**src/rtl/gamma_scheduler.sv**
```systemverilog
`default_nettype none
// ============================================================================
// Module   : gamma_scheduler
// Brief    : Round-robin sharing of one non-pipelined multiplier_radix
//            quotient-estimate unit among NREQ requesters. Latches the
//            winner's operands, pulses en_multiplier once, waits the fixed
//            multiplier latency, then returns gamma tagged with the
//            requester id on a valid/ready port.
// Revision : 1.0 - initial release
// ============================================================================
module gamma_scheduler #(
  parameter int mul_size = 80,
  parameter int radix    = 78,
  parameter int NREQ     = 4,
  parameter int MUL_LAT  = 3
) (
  input  logic                       clk,
  input  logic                       rst,
  input  logic [NREQ-1:0]            req,
  input  logic [NREQ*mul_size-1:0]   req_m_prime,
  input  logic [NREQ*2*mul_size-1:0] req_a_prime,
  output logic [NREQ-1:0]            gnt,
  output logic                       en_multiplier,
  output logic [mul_size-1:0]        reg_m_prime,
  output logic [2*mul_size-1:0]      reg_a_prime,
  input  logic [radix-1:0]           gamma,
  output logic                       out_valid,
  input  logic                       out_ready,
  output logic [$clog2(NREQ)-1:0]    out_id,
  output logic [radix-1:0]           out_gamma,
  output logic                       busy
);

  localparam int IDW  = $clog2(NREQ);
  localparam int CNTW = (MUL_LAT > 1) ? $clog2(MUL_LAT) : 1;
  // Probe index is one bit wider so rr_ptr + k (k <= NREQ) cannot overflow
  localparam logic [IDW:0]    NREQ_W   = (IDW+1)'(NREQ);
  localparam logic [CNTW-1:0] CNT_LOAD = CNTW'(MUL_LAT - 1);

  typedef enum logic [1:0] {
    S_IDLE  = 2'd0,
    S_ISSUE = 2'd1,
    S_WAIT  = 2'd2,
    S_RESP  = 2'd3
  } state_t;

  state_t                  state_q;
  logic [IDW-1:0]          rr_ptr_q;
  logic [IDW-1:0]          id_q;
  logic [CNTW-1:0]         cnt_q;
  logic                    en_q;
  logic                    out_valid_q;
  logic [IDW-1:0]          out_id_q;
  logic [radix-1:0]        out_gamma_q;
  logic [mul_size-1:0]     reg_m_prime_q;
  logic [2*mul_size-1:0]   reg_a_prime_q;

  logic                    w_win_found;
  logic [IDW-1:0]          w_win_idx;
  logic [IDW:0]            w_probe;

  // Round-robin search: first asserted request after the last winner, wrapping
  always_comb begin
    w_win_found = 1'b0;
    w_win_idx   = '0;
    w_probe     = '0;
    for (int k = 1; k <= NREQ; k++) begin
      w_probe = {1'b0, rr_ptr_q} + (IDW+1)'(k);
      if (w_probe >= NREQ_W) begin
        w_probe = w_probe - NREQ_W;
      end
      if (!w_win_found && req[w_probe[IDW-1:0]]) begin
        w_win_found = 1'b1;
        w_win_idx   = w_probe[IDW-1:0];
      end
    end
  end

  // Grant is only offered while idle; held low during reset
  always_comb begin
    gnt = '0;
    if (!rst && (state_q == S_IDLE) && w_win_found) begin
      gnt[w_win_idx] = 1'b1;
    end
  end

  // Control FSM: capture winner, single issue pulse, latency count, result handshake
  always_ff @(posedge clk or posedge rst) begin
    if (rst) begin
      state_q       <= S_IDLE;
      rr_ptr_q      <= IDW'(NREQ - 1);
      id_q          <= '0;
      cnt_q         <= '0;
      en_q          <= 1'b0;
      out_valid_q   <= 1'b0;
      out_id_q      <= '0;
      out_gamma_q   <= '0;
      reg_m_prime_q <= '0;
      reg_a_prime_q <= '0;
    end else begin
      case (state_q)
        S_IDLE: begin
          if (w_win_found) begin
            reg_m_prime_q <= req_m_prime[int'(w_win_idx)*mul_size +: mul_size];
            reg_a_prime_q <= req_a_prime[int'(w_win_idx)*2*mul_size +: 2*mul_size];
            id_q          <= w_win_idx;
            rr_ptr_q      <= w_win_idx;
            en_q          <= 1'b1;
            state_q       <= S_ISSUE;
          end
        end
        S_ISSUE: begin
          // Multiplier has sampled the start pulse on this edge
          en_q    <= 1'b0;
          cnt_q   <= CNT_LOAD;
          state_q <= S_WAIT;
        end
        S_WAIT: begin
          if (cnt_q != '0) begin
            cnt_q <= cnt_q - 1'b1;
          end else begin
            out_gamma_q <= gamma;
            out_id_q    <= id_q;
            out_valid_q <= 1'b1;
            state_q     <= S_RESP;
          end
        end
        S_RESP: begin
          // Result and id stay frozen until the consumer takes them
          if (out_ready) begin
            out_valid_q <= 1'b0;
            state_q     <= S_IDLE;
          end
        end
        default: state_q <= S_IDLE;
      endcase
    end
  end

  assign en_multiplier = en_q;
  assign reg_m_prime   = reg_m_prime_q;
  assign reg_a_prime   = reg_a_prime_q;
  assign out_valid     = out_valid_q;
  assign out_id        = out_id_q;
  assign out_gamma     = out_gamma_q;
  assign busy          = (state_q != S_IDLE);

endmodule
`default_nettype wire

```
**config.mk**
```make
export PLATFORM = sky130hd
export DESIGN_NAME = gamma_scheduler
export DESIGN_NICKNAME = d
export VERILOG_FILES = /design/src/rtl/gamma_scheduler.sv
export SDC_FILE = /design/constraint.sdc
export NUM_CORES = 1
export LEC_CHECK = 0
export CORE_AREA = 2 2 529 531
export CTS_CLUSTER_SIZE = 20
export DETAILED_ROUTE_END_ITERATION = 16
export DIE_AREA = 0 0 531 533
export GPL_TIMING_DRIVEN = 0
export PLACE_DENSITY = 0.3
export SYNTH_ARGS = -nofsm -noshare
export SYNTH_HDL_FRONTEND = slang
export SYNTH_SLANG_ARGS = --single-unit
```
**constraint.sdc**
```tcl
create_clock -name clk -period 38 [get_ports clk]
set_input_delay 7.6 -clock clk [delete_from_list [all_inputs] [get_ports clk]]
set_output_delay 7.6 -clock clk [all_outputs]
set_load 0.1 [all_outputs]
```
After elaboration in Yosys (flattened, before gate mapping). Index checks and enable logic that the tools add are counted.

Register bits: 330. Bits of input ports: 1045. Output and inout bits: 327. Word-level logic and storage cells: 97.

Multipliers: 2. Eq/ne operators: 7. Mux-type cells: 34. Order comparisons: 10. Shift operators: 2. Add/subtract/negate cells: 9. Reductions and logical operators: 22. Bitwise logic cells: 1.

Operators by type and width (count): 640-bit by 11-bit indexed part select with 160-bit output (1); 320-bit by 10-bit indexed part select with 80-bit output (1); 2-bit 2-to-1 mux (12); 2-bit by 3-bit < comparator with 1-bit output, second input constant (5); 3-bit greater-or-equal comparator, second input constant (4); 1-bit 2-to-1 mux (12); 2-bit by 3-bit multiplier with 5-bit output, second input constant (2); 2-bit nonzero test (5); 2-bit by 1-bit subtractor with 2-bit output, second input constant (5); 1-bit binary-select mux with 2-bit select (4); 2-bit inequality test, second input constant (4); 2-bit case mux with 4 select lines (1); 2-bit AND reduction (4); 2-bit by 2-bit adder with 3-bit output, second input constant (2); 1-bit logical AND (6); 3-bit AND reduction (2); 2-bit == test, second input constant (2); 1-bit logical NOT (4); 4-bit 2-to-1 mux (1); 1-bit case mux with 2 select lines (2); 2-bit case mux with 2 select lines (1); 2-bit by 1-bit adder with 3-bit output, second input constant (1); 2-bit by 3-bit adder with 3-bit output, second input constant (1); 1-bit demux with 2-bit select (1); 4 further kinds (4).

Longest topological paths before layout.
Depth in word-level cells: 20. Mapped depth: 9. Depth with buffers taken out: 6.

Least setup slack after synthesis. No wires, ideal clock.

Kind: input to output. Start: in rst. End: out gnt[0]. Path slack: 14443 ps. Data arrival time: 15957 ps. Required time: 30400 ps. Buffers on the path: 0. Stages on the path: 2. Cells stage by stage: inv_1 and3_1.

Word-level cells in the longest chain between the ends: 4.

Ends and longest elaborated chain: start, declared (RTL line 18) `input logic rst,`; 1-bit logical NOT (no source line); 1-bit logical AND (2 in a row) (RTL line 82) `if (!rst && (state_q == S_IDLE) && w_win_found) begin`; 4-bit 2-to-1 mux (RTL line 82); end, declared (RTL line 22) `output logic [NREQ-1:0] gnt,`.

Every way passes these cells.

Worst setup path in the final report.
Start: in req[0]. End: out gnt[3].

Word-level cells in the longest chain between the ends: 17. Elaborated cells on any way between the ends: 29. Classes of those cells: order compare: 2; mux: 19; reduce/logical: 8.

Ends and longest elaborated chain: start, declared (RTL line 19) `input logic [NREQ-1:0] req,`; 1-bit binary-select mux with 2-bit select (RTL line 72) `if (!w_win_found && req[w_probe[IDW-1:0]]) begin`; 1-bit 2-to-1 mux (not written as such) (RTL line 72); 1-bit 2-to-1 mux (RTL line 72); 1-bit logical NOT (RTL line 72); 1-bit logical AND (RTL line 72); 1-bit 2-to-1 mux (RTL line 72); 1-bit logical NOT (RTL line 72); 1-bit logical AND (RTL line 72); 1-bit 2-to-1 mux (RTL line 72); 1-bit logical NOT (RTL line 72); 1-bit logical AND (RTL line 72); 2-bit 2-to-1 mux (RTL line 72); 2-bit by 3-bit < comparator with 1-bit output (not written as such) / 2-bit by 1-bit greater-or-equal comparator with 1-bit output (equally long branches) (RTL line 83) `gnt[w_win_idx] = 1'b1;`; 1-bit logical AND (not written as such) (RTL line 83); 1-bit 2-to-1 mux (not written as such) (RTL line 83); 1-bit demux with 2-bit select (RTL line 83); 4-bit 2-to-1 mux * (RTL line 82).

Mark *: on every way between the ends. The rest lies on a longest branch, timed or not. The select of a mux whose other input is x is not followed.

==> impl_metrics.py <==
metrics = {
    "setup_path": {
        "cp-endpoint": "gnt[3]",
        "crit_arrival_ns": 12.69,
        "critPathMaxFanout": 10,
        "cp.required_ns": 30.40,
        "cp-end-kind": "primary output",
        "worstSetupPathType": "input port to primary output",
        "r2r-end": "reg_a_prime[84]",
        "r2r_slack_ns": 33.95,
        "reg2reg_depth": 7,
        "start_kind": "input port",
        "r2r_start": "rr_ptr_q[1]",
        "crit_path_start": "req[0]",
    },
    "synth": {
        "synth-async-reset-ratio_pct": 100.0,
        "yosysTopAreaCellShare_pct": 46.12,
        "syn_avg_cell_area_sq_um": 9.332,
        "syn_area_sq_um": 17800,
        "seq_area_frac_synth_pct": 46.42,
        "ys_ff_latch": 330,
        "synth_cells": 1907,
        "synth_area_leaders": "dfrtp_1 46%, a221oi_1 12%, o211ai_1 10%, a31oi_1 8.4%, nand2_1 5.3%",
        "synth_flop_cell": "dfrtp_1",
        "yosys_warnings": 0,
        "yosysUniqueCellTypes": 40,
        "yosysTopAreaCell": "dfrtp_1",
        "synth_edf_count": 0,
        "syn_nets": 2958,
    },
    "clocking": {
        "cts-buffers-inserted": 54,
        "cts_max_path_buffers": 3,
        "cts_max_level": 2,
        "cts.repair.resized": 0,
        "cts_tree": "yes",
        "clkLatencyLatePin_ns": 0.71,
        "holdBufCountCts": 0,
        "path_clk_slew_ns": 0.06,
        "clock_sinks": 330,
        "cts_setup_buffers": 0,
        "cts-root-buf": "clkbuf_16",
    },
    "layout": {
        "layout-drive-gt1-share_pct": 8.161,
        "design_area_sq_um": 38360,
        "final_cell_mix": "1359 x clkdlybuf4s50_1, 328 x dfrtp_1, 249 x nand2_1",
        "fillers": 31751,
        "nNetsFinal": 4390,
        "synthToLayoutAreaGrowth_pct": 115.6,
        "mostFrequentLayoutCell": "clkdlybuf4s50_1",
        "postLayoutCoreUtil_pct": 13.80,
    },
    "sta": {
        "fin_tns_setup_ns": 0,
        "period_share_pct": 53.39,
        "layout_min_cycle_time_ns": 20.29,
        "worstMarginPinSlew_ns": 1.379,
        "rsz0062_at_grt": "no",
        "skew_ns": 0.04866,
        "setup_viol": 0,
        "fmax_ghz": 0.04929,
        "hold_violations": 0,
        "drv_slew": 0,
        "relSlewSlack_pct": 8.082,
    },
    "placed_design": {
        "gp_congestion": 0.9259,
        "portBuffers": 1369,
        "hpwl_mm": 204.5,
        "dpl_cell_area_sq_um": 36300,
    },
    "detailed_routing": {
        "vias_per_cell": 3.433,
        "drt-initial-drc-count": 1730,
        "final_antenna_net_count": 0,
        "dr.pass1.iters": 7,
        "drcViolationCount": 0,
        "vias": 24584,
        "drt_wl_total_mm": 234.2,
        "avgRoutedWirePerCell_um": 32.70,
    },
    "global_routing": {
        "antenna_found_initial": 184,
        "gr-total-overflow": 0,
        "grt_max_degree": 96,
        "grt_pass1_vias": 24938,
        "grt_pass1_wl_mm": 286.5,
        "grtUsageTotal_pct": 15.77,
    },
    "hold_path": {
        "hold_class": "flip-flop to flip-flop",
        "worstHoldStart": "id_q[1]",
    },
    "die": {
        "io_pins": 1372,
        "rows": 194,
        "die-area_sq_um": 283000,
        "start_util_pct": 6.403,
        "die_h_um": 533,
        "die_w_um": 531,
        "core_sq_um": 277900,
    },
    "power_and_ir_drop": {
        "p_total_mw": 4.146,
        "ir_drop_mv": 0.04726,
        "pwr_density_cell_nw_per_um2": 108.1,
        "p_leak_nw": 12.94,
    },
    "status": {
        "status": "complete, no violations",
    },
    "run": {
        "drv_cap": 0,
    },
}
worst min path at each step:
stage | endpoint | slack [ns] | cells past startpoint
after global routing | out_gamma[12] | 0.51 | 1
after detailed placement | id_q[1] | 0.48 | 2
after floorplan | id_q[1] | 0.44 | 2
final | id_q[1] | 0.49 | 2
after global placement | id_q[1] | 0.47 | 2
after CTS | id_q[1] | 0.49 | 2
flip-flops by register name (all words and copies together), names as in the netlist:
register and flops:
out_valid 1, id_q 2, state_q 2, rr_ptr_q 2
reg_m_prime 80, en_multiplier 1, cnt_q 2, reg_a_prime 160
out_id 2, out_gamma 78
per-stage QoR:
| step | std cells | setup slack [ns] | hold slack [ns] |
|---|---|---|---|
| 4_1_cts | 7106 | 17.52 | 0.4929 |
| 3_5_place_dp | 7007 | 17.53 | 0.4774 |
| 5_1_grt | 7128 | 17.56 | 0.5104 |
| 2_1_floorplan | 1907 | 14.44 | 0.4426 |
| 3_3_place_gp | 7000 | 7.232 | 0.4722 |
| 6_report | 7161 | 17.71 | 0.4873 |
synth_stat cells (all sizes together), types with 2 or more instances:
master,n
dfstp,2
a21oi,4
or2,2
clkbuf,144
buf,78
o21ai,8
dfrtp,328
o22ai,2
nand2,250
mux2i,2
o211ai,242
nor2b,2
nand2b,2
and3,3
mux2,80
a221oi,242
a31oi,240
inv,12
nor2,244
o2bb2ai,2
ha,6
worst max-delay path, cell delays in order:
cell	delay, ns
clkdlybuf4s50_1	0.58
or2_1	0.39
a21oi_2	1.04
buf_2	0.77
buf_2	0.36
o21ai_0	0.21
nor3_1	0.47
clkdlybuf4s50_1	1.24
cells by family after synthesis:
group,count (synthesis),share of synthesized area (%)
multiplexers,82,5.175
AND/OR/NAND/NOR,508,10.95
adder cells (fa/ha/maj),6,0.4218
flip-flops,330,46.42
buffers and inverters,234,5.470
AO/OA/AOI/OAI,747,31.56
report_power, final:
part | leakage, nW | internal, mW | switching, mW | total, mW
combinational | 8.26 | 0.661 | 2.24 | 2.90
sequential | 3.73 | 0.538 | 0.135 | 0.673
clock | 0.950 | 0.342 | 0.232 | 0.574
total | 12.9 | 1.54 | 2.60 | 4.15
area by class of cell:
type	count	area (sq um)	share of cell area [%]
multi-input combinational	1343	8568	22.33
clock inverter	24	355.3	0.9262
buffer	222	933.4	2.433
clock buffer	75	1572	4.096
timing repair buffer	1376	13830	36.04
sequential	330	8260	21.53
inverter	12	52.55	0.1370
antenna	55	137.6	0.3588
tap	3724	4659	12.15
metal layers:
metal | GRT usage, % | share of wire (%)
met2 | 26.27 | 46
met5 | 0 | 0.28
met4 | 4.294 | 3.2
met3 | 6.384 | 11
met1 | 18.52 | 40
Power figures use the tool's default switching activity.
